`src/rtl/hazard_forward_ctrl_if.sv`:
```
// ID-stage hazard request bundle and the forward/stall responses for the EX stage.
interface hazard_forward_ctrl_if #(
  parameter int unsigned REG_AW = 5,
  parameter int unsigned CNT_W  = 16
);
  logic              id_valid;
  logic [REG_AW-1:0] id_rs;
  logic [REG_AW-1:0] id_rt;
  logic              id_uses_rs;
  logic              id_uses_rt;
  logic [REG_AW-1:0] id_dest;
  logic              id_regwrite;
  logic              id_memread;
  logic              id_flush;
  logic              stall;
  logic [1:0]        forward_a;
  logic [1:0]        forward_b;
  logic [CNT_W-1:0]  stall_count;

  modport master (
    output id_valid, id_rs, id_rt, id_uses_rs, id_uses_rt,
           id_dest, id_regwrite, id_memread, id_flush,
    input  stall, forward_a, forward_b, stall_count
  );

  modport slave (
    input  id_valid, id_rs, id_rt, id_uses_rs, id_uses_rt,
           id_dest, id_regwrite, id_memread, id_flush,
    output stall, forward_a, forward_b, stall_count
  );
endinterface

```
`src/rtl/hazard_forward_ctrl.sv`:
```
// EX-stage operand forward selects and load-use stall for the 5-stage MIPS pipeline,
// driven from a shadow EX/MEM/WB record pipeline.
module hazard_forward_ctrl #(
  parameter int unsigned REG_AW = 5,
  parameter int unsigned CNT_W  = 16
) (
  input logic                    clk,
  input logic                    rst_n,
  hazard_forward_ctrl_if.slave   bus
);
  typedef struct packed {
    logic              valid;
    logic [REG_AW-1:0] dest;
    logic              regwrite;
    logic              memread;
  } rec_t;

  rec_t ex_rec, mem_rec, wb_rec;
  logic ex_writer, mem_writer;
  logic stall, id_advance;
  logic [1:0] fwd_a_next, fwd_b_next;
  logic [1:0] forward_a, forward_b;
  logic [CNT_W-1:0] stall_count;

  assign ex_writer  = ex_rec.valid  & ex_rec.regwrite  & (ex_rec.dest  != '0);
  assign mem_writer = mem_rec.valid & mem_rec.regwrite & (mem_rec.dest != '0);

  assign stall = bus.id_valid & ~bus.id_flush & ex_writer & ex_rec.memread &
                 ((bus.id_uses_rs & (bus.id_rs == ex_rec.dest)) |
                  (bus.id_uses_rt & (bus.id_rt == ex_rec.dest)));

  assign id_advance = bus.id_valid & ~bus.id_flush & ~stall;

  // Newest producer (EX) takes priority over the older one in MEM.
  always_comb begin
    fwd_a_next = 2'b00;
    fwd_b_next = 2'b00;
    if (bus.id_uses_rs) begin
      if (ex_writer && (bus.id_rs == ex_rec.dest))        fwd_a_next = 2'b01;
      else if (mem_writer && (bus.id_rs == mem_rec.dest)) fwd_a_next = 2'b10;
    end
    if (bus.id_uses_rt) begin
      if (ex_writer && (bus.id_rt == ex_rec.dest))        fwd_b_next = 2'b01;
      else if (mem_writer && (bus.id_rt == mem_rec.dest)) fwd_b_next = 2'b10;
    end
  end

  always_ff @(posedge clk or negedge rst_n) begin
    if (!rst_n) begin
      ex_rec      <= '0;
      mem_rec     <= '0;
      wb_rec      <= '0;
      forward_a   <= 2'b00;
      forward_b   <= 2'b00;
      stall_count <= '0;
    end else begin
      wb_rec  <= mem_rec;
      mem_rec <= ex_rec;
      if (id_advance) begin
        ex_rec    <= '{valid: 1'b1, dest: bus.id_dest,
                       regwrite: bus.id_regwrite, memread: bus.id_memread};
        forward_a <= fwd_a_next;
        forward_b <= fwd_b_next;
      end else begin
        ex_rec    <= '0;
        forward_a <= 2'b00;
        forward_b <= 2'b00;
      end
      if (stall && (stall_count != '1))
        stall_count <= stall_count + 1'b1;
    end
  end

  assign bus.stall       = stall;
  assign bus.forward_a   = forward_a;
  assign bus.forward_b   = forward_b;
  assign bus.stall_count = stall_count;
endmodule

```
`src/flat_wrapper.sv`:
```
// flat-port wrapper written by rule: the top's interface ports become plain ports
module hazard_forward_ctrl_flat 
#(
  parameter int unsigned REG_AW = 5,
  parameter int unsigned CNT_W  = 16
)
  (clk, rst_n, bus_id_valid, bus_id_rs, bus_id_rt, bus_id_uses_rs, bus_id_uses_rt, bus_id_dest, bus_id_regwrite, bus_id_memread, bus_id_flush, bus_stall, bus_forward_a, bus_forward_b, bus_stall_count);
  hazard_forward_ctrl_if #(.REG_AW(REG_AW), .CNT_W(CNT_W)) bus_i ();
  input logic clk;
  input logic rst_n;
  input wire logic [$bits(bus_i.id_valid)-1:0] bus_id_valid;
  input wire logic [$bits(bus_i.id_rs)-1:0] bus_id_rs;
  input wire logic [$bits(bus_i.id_rt)-1:0] bus_id_rt;
  input wire logic [$bits(bus_i.id_uses_rs)-1:0] bus_id_uses_rs;
  input wire logic [$bits(bus_i.id_uses_rt)-1:0] bus_id_uses_rt;
  input wire logic [$bits(bus_i.id_dest)-1:0] bus_id_dest;
  input wire logic [$bits(bus_i.id_regwrite)-1:0] bus_id_regwrite;
  input wire logic [$bits(bus_i.id_memread)-1:0] bus_id_memread;
  input wire logic [$bits(bus_i.id_flush)-1:0] bus_id_flush;
  output wire logic [$bits(bus_i.stall)-1:0] bus_stall;
  output wire logic [$bits(bus_i.forward_a)-1:0] bus_forward_a;
  output wire logic [$bits(bus_i.forward_b)-1:0] bus_forward_b;
  output wire logic [$bits(bus_i.stall_count)-1:0] bus_stall_count;
  assign bus_i.id_valid = bus_id_valid;
  assign bus_i.id_rs = bus_id_rs;
  assign bus_i.id_rt = bus_id_rt;
  assign bus_i.id_uses_rs = bus_id_uses_rs;
  assign bus_i.id_uses_rt = bus_id_uses_rt;
  assign bus_i.id_dest = bus_id_dest;
  assign bus_i.id_regwrite = bus_id_regwrite;
  assign bus_i.id_memread = bus_id_memread;
  assign bus_i.id_flush = bus_id_flush;
  assign bus_stall = bus_i.stall;
  assign bus_forward_a = bus_i.forward_a;
  assign bus_forward_b = bus_i.forward_b;
  assign bus_stall_count = bus_i.stall_count;
  hazard_forward_ctrl #(.REG_AW(REG_AW), .CNT_W(CNT_W)) u_core (.clk(clk), .rst_n(rst_n), .bus(bus_i));
endmodule
```
`config.mk`:
```
export PLATFORM = sky130hd
export DESIGN_NAME = hazard_forward_ctrl_flat
export DESIGN_NICKNAME = d
export VERILOG_FILES = /design/src/rtl/hazard_forward_ctrl_if.sv /design/src/rtl/hazard_forward_ctrl.sv /design/src/flat_wrapper.sv
export SDC_FILE = /design/constraint.sdc
export NUM_CORES = 1
export LEC_CHECK = 0
export BUFFER_PORTS_ARGS = -buffer_cell sky130_fd_sc_hd__clkbuf_2
export CORE_MARGIN = 2
export CORE_UTILIZATION = 35
export CTS_CLUSTER_SIZE = 40
export DETAILED_ROUTE_END_ITERATION = 12
export MAX_ROUTING_LAYER = met4
export PLACE_DENSITY_LB_ADDON = 0.08
export SLEW_MARGIN = 20
export SYNTH_ARGS = -nofsm -noshare
export SYNTH_HDL_FRONTEND = slang
export SYNTH_SLANG_ARGS = --single-unit
```
`constraint.sdc`:
```
create_clock -name clk -period 2.37 [get_ports clk]
set_input_delay 0.474 -clock clk [delete_from_list [all_inputs] [get_ports clk]]
set_output_delay 0.474 -clock clk [all_outputs]
set_load 0.05 [all_outputs]
```
### Yosys cells after proc, flatten, opt, wreduce, memory -nomap -nowiden

Index checks and enable logic that the tools add are counted.

| storage, ports and cells | value |
|---|---|
| bits in registers | 35 |
| output and inout port bits | 21 |
| logic and storage cells | 46 |

| cells by class | value |
|---|---|
| $add $sub $neg | 1 |
| equal/unequal tests | 5 |
| muxes and demuxes | 9 |
| bitwise operators | 14 |
| reductions and logical operators | 7 |

Operators by type and width:

| cell | count |
|---|---|
| $eq A5 B5 Y1 | 4 |
| $add A16 B1 Y16 const B | 1 |
| $mux W2 | 8 |
| $ne A16 B16 Y1 const B | 1 |
| $and A1 B1 Y1 | 11 |
| $reduce_bool A5 Y1 | 2 |
| $mux W8 | 1 |
| $logic_and A1 B1 Y1 | 5 |
| $not A1 Y1 | 2 |
| $or A1 B1 Y1 | 1 |

### Longest topological paths before layout

| depth | value |
|---|---|
| word-level depth | 8 |
| gate-level depth with buffers | 6 |

### Least setup slack after synthesis

OpenSTA, ideal clock, no wires.

| timing | value |
|---|---|
| path kind | register to output |
| start point | register u_core.ex_rec[3] (netlist bit) |
| end point | output port bus_stall |
| arrival | 2.266 ns |
| data required time | 1.896 ns |
| slack | -0.370 ns |
| cell stages (with the launch flop) | 5 |
| path buffers | 0 |
| cell sequence | dfrtp_1 xor2_1 nor3_4 nand3_4 a211oi_1 |

| on the way | value |
|---|---|
| longest elaborated chain between the ends | 5 |

RTL lines:

| what | RTL line | source |
|---|---|---|
| start: declaration | hazard_forward_ctrl.sv:18 | `rec_t ex_rec, mem_rec, wb_rec;` |
| start signal: assignment | hazard_forward_ctrl.sv:60 | `ex_rec <= '{valid: 1'b1, dest: bus.id_dest,` |
| $reduce_bool A5 Y1 | hazard_forward_ctrl.sv:25 | `assign ex_writer = ex_rec.valid & ex_rec.regwrite & (ex_rec.dest != '0);` |
| $and A1 B1 Y1 | hazard_forward_ctrl.sv:25 |  |
| $and A1 B1 Y1 (2 in a row) | hazard_forward_ctrl.sv:28 | `assign stall = bus.id_valid & ~bus.id_flush & ex_writer & ex_rec.memread &` |
| $and A1 B1 Y1 (*) | hazard_forward_ctrl.sv:28 |  |
| end: declaration | flat_wrapper.sv:20 | `output wire logic [$bits(bus_i.stall)-1:0] bus_stall;` |

Every way passes the cells marked *; elsewhere a longest branch is shown, timed or not.

### Worst setup path after layout

| timing | value |
|---|---|
| start point | register u_core.ex_rec[5] (netlist bit) |
| end point | output port bus_stall |

The elaborated chain is that of the path after synthesis.

==> reports/qor.yml <==
finish:
  syn_to_final_growth_pct: 26.5
  antennaDiodeCount: 0
  fillCellCount: 497
  layout.nets: 235
  drive_above_1_share_pct: 34.0
drt:
  drc: 0
  wire_per_inst_um: 14.8
  num_vias: 1432
  via_per_inst: 5.08
  drt_iter0_drc: 111
  ant_nets: 0
  drt_pass1_iterations: 4
  drt_wl_total_um: 4170
setup_path:
  startpoint_type: "flip-flop"
  arrival_ps: 1820
  crit_path_start: "u_core.ex_rec[5]$_DFF_PN0_"
  cp-end-kind: "output port"
  r2r-start: "u_core.ex_rec[5]$_DFF_PN0_"
  path_buf_inv: 1
  cpPeakStageDelay_ps: 450
  crit_slowest_cell: "dfrtp_1"
  reg2regPathDepth: 6
  critPathKind: "flip-flop to output port"
  cp_top_family: "flip-flops"
  cp_cell_sequence: "xor2_1 -> nor3_4 -> nand3_4 -> a211oi_4 -> buf_6"
  r2r_end: "u_core.bus.stall_count[12]$_DFFE_PN0P_"
  crit_required_ps: 1900
  crit_path_max_fanout: 4
  reg2reg_setup_slack_ps: 260
timing:
  worst_pin_slew_ps: 847
  finClkSkew_ps: 1.90
  setup_violations: 0
  setup_tns_ps: 0
  fin_crit_sh_pct: 96.7
  maxSlewViolCount: 0
  hold_viol_final: 0
  period_minus_slack_ps: 2290
  slew_headroom_pct: 43.6
  max_freq_mhz: 437
synthesis:
  synth_cell_type_count: 39
  netlist_top_cells_area: "dfrtp_1 48%, xor2_1 10%, xnor2_1 5.2%"
  ys_warn_count: 0
  synthCells: 158
  synthTopCellsByCount: "35 x dfrtp_1, 21 x xor2_1, 11 x xnor2_1"
  synth_area_um2: 1840
  synthXorXnorAreaFrac_pct: 15.3
  yosys.area_share.simple_pct: 19.4
  yosys_register_bits: 35
  avgSynthCellArea_um2: 11.6
  yosysMostFrequentCell: "dfrtp_1"
  synth_top_family_by_area: "simple AND/OR/NAND/NOR gates"
  synth_edf_count: 0
  yosys-mux-area-fraction_pct: 2.45
  ys_async_sr_fraction_pct: 100
  netlist.area_leader.share_pct: 47.7
  syn_nets: 182
  yosysTopAreaCell: "dfrtp_1"
  synth_compound_area_share_pct: 12.8
  seq_area_frac_synth_pct: 47.7
  synth_adder_area_share_pct: 0.682
  ys.flop_type: "dfrtp_1"
floorplan:
  rows: 26
  die_area_um2: 5840
  die_height_um: 76.4
  dieWidth_um: 76.4
  coreArea_um2: 5070
  initial_core_util_pct: 36.2
  io_pins: 44
clock_network:
  cts.sinks: 35
  clockBufferDepth: 2
  clk_pin_slew_worst_paths_ps: 70
  cts_made_buffers: 5
  cts_tree: "done"
  holdBufCountCts: 0
  htreeDepth: 2
  clock_latency_ps: 280
  cts_root_buf: "clkbuf_8"
run:
  maxCapViolCount: 0
power:
  p_leak_nw: 1.09
  totalPowerFinal_mw: 1.36
  power.density_nw_per_um2: 584
  irDropWorstVdd_uv: 328
placement:
  dp_hpwl_um: 3220
  io_buffers: 43
  gp_congestion: 0.894
global_routing:
  grt_pass1_vias: 1448
  grt_pass1_wl_um: 7180
  grt_usage_pct: 16.0
  overflow: 0
  grt_max_degree: 36
  grt_antenna_before_repair: 0
min_path:
  hold_class: "primary input to asynchronous set/reset pin"
outcome:
  status: "complete, no violations"
[layout by cell type (no fill, tap or decap), types with 3 or more instances in the layout]
master      n
and3_1      6
nor3b_1     7
nand3_1     6
nand4_1     3
o2111ai_1   6
nor3_1      3
buf_4       7
nand2_1     5
xor2_1     21
clkbuf_2   42
nor4_1      5
nand2b_1    3
clkbuf_8    5
o211ai_1    6
nor2_1      7
a2111oi_2   3
dfrtp_1    35
xnor2_1    11
[cell type report]
type | count | area, um2 | area share, %
Inverter | 2 | 7.51 | 0.323
Clock buffer | 5 | 68.8 | 2.96
Timing Repair Buffer | 50 | 274 | 11.8
Clock inverter | 3 | 67.6 | 2.91
Multi-Input combinational cell | 117 | 941 | 40.5
Tap cell | 70 | 87.6 | 3.77
Sequential cell | 35 | 876 | 37.7
[where the power goes]
group          switching [mW]  internal [mW]  total [mW]
clock network           0.221          0.420       0.641
registers              0.0116          0.607       0.619
logic                  0.0560         0.0414      0.0974
total                   0.289           1.07        1.36
[sequential cells by signal (all words and copies together), names as in the netlist]
| signal | flops |
|---|---|
| u_core.bus.forward_a | 2 |
| u_core.bus.forward_b | 2 |
| u_core.bus.stall_count | 16 |
| u_core.ex_rec | 8 |
| u_core.mem_rec | 7 |
[per-layer routing]
metal	global-route usage, %	up-vias	part of all wire (%)
met4	4.91	0	1.0
met5	-	-	0
met1	22.5	694	48
met3	3.91	5	5.9
li1	-	693	-
met2	22.8	40	45
[worst max path at each step]
stage,end,slack (ps),cells past startpoint
5_1_grt,bus_stall,-7,5
3_3_place_gp,bus_stall,240,6
4_1_cts,bus_stall,20,5
2_1_floorplan,bus_stall,90,4
6_report,bus_stall,80,5
3_5_place_dp,bus_stall,190,6
[timing repair]
action | 4_1_cts | 5_1_grt
pin swaps | 1 | 1
buffers inserted | 1 | 1
setup endpoints to repair | 1 | 1
gates resized for setup | 1 | 3
endpoints found under the hold margin | 0 | 0
[cells by family after synthesis]
family,count (synthesis)
fa+ha+maj,1
compound gates,25
flops,35
xor+xnor,32
simple gates,55
mux,4
buf+inv,6
[worst register-to-register path, stage by stage, from the launching register on]
cell and delay (ps):
dfrtp_1 450, xor2_1 210, nor3_4 270, nand3_4 130
buf_4 180, a2111oi_2 380, mux2_1 370
[metrics by stage]
step | worst slack (ps) | instance area (um2) | utilization, % | hold slack [ps] | cells
6_report | 79.3 | 2320 | 45.8 | 283 | 282
2_1_floorplan | 85.9 | 1840 | - | 178 | 158
4_1_cts | 22.1 | 2300 | 45.4 | 319 | 281
3_5_place_dp | 194 | 2160 | 42.5 | 401 | 272
3_3_place_gp | 237 | 2160 | 42.5 | 385 | 272
5_1_grt | -7.07 | 2320 | 45.8 | 346 | 282
(Power assumes the default switching activity.)
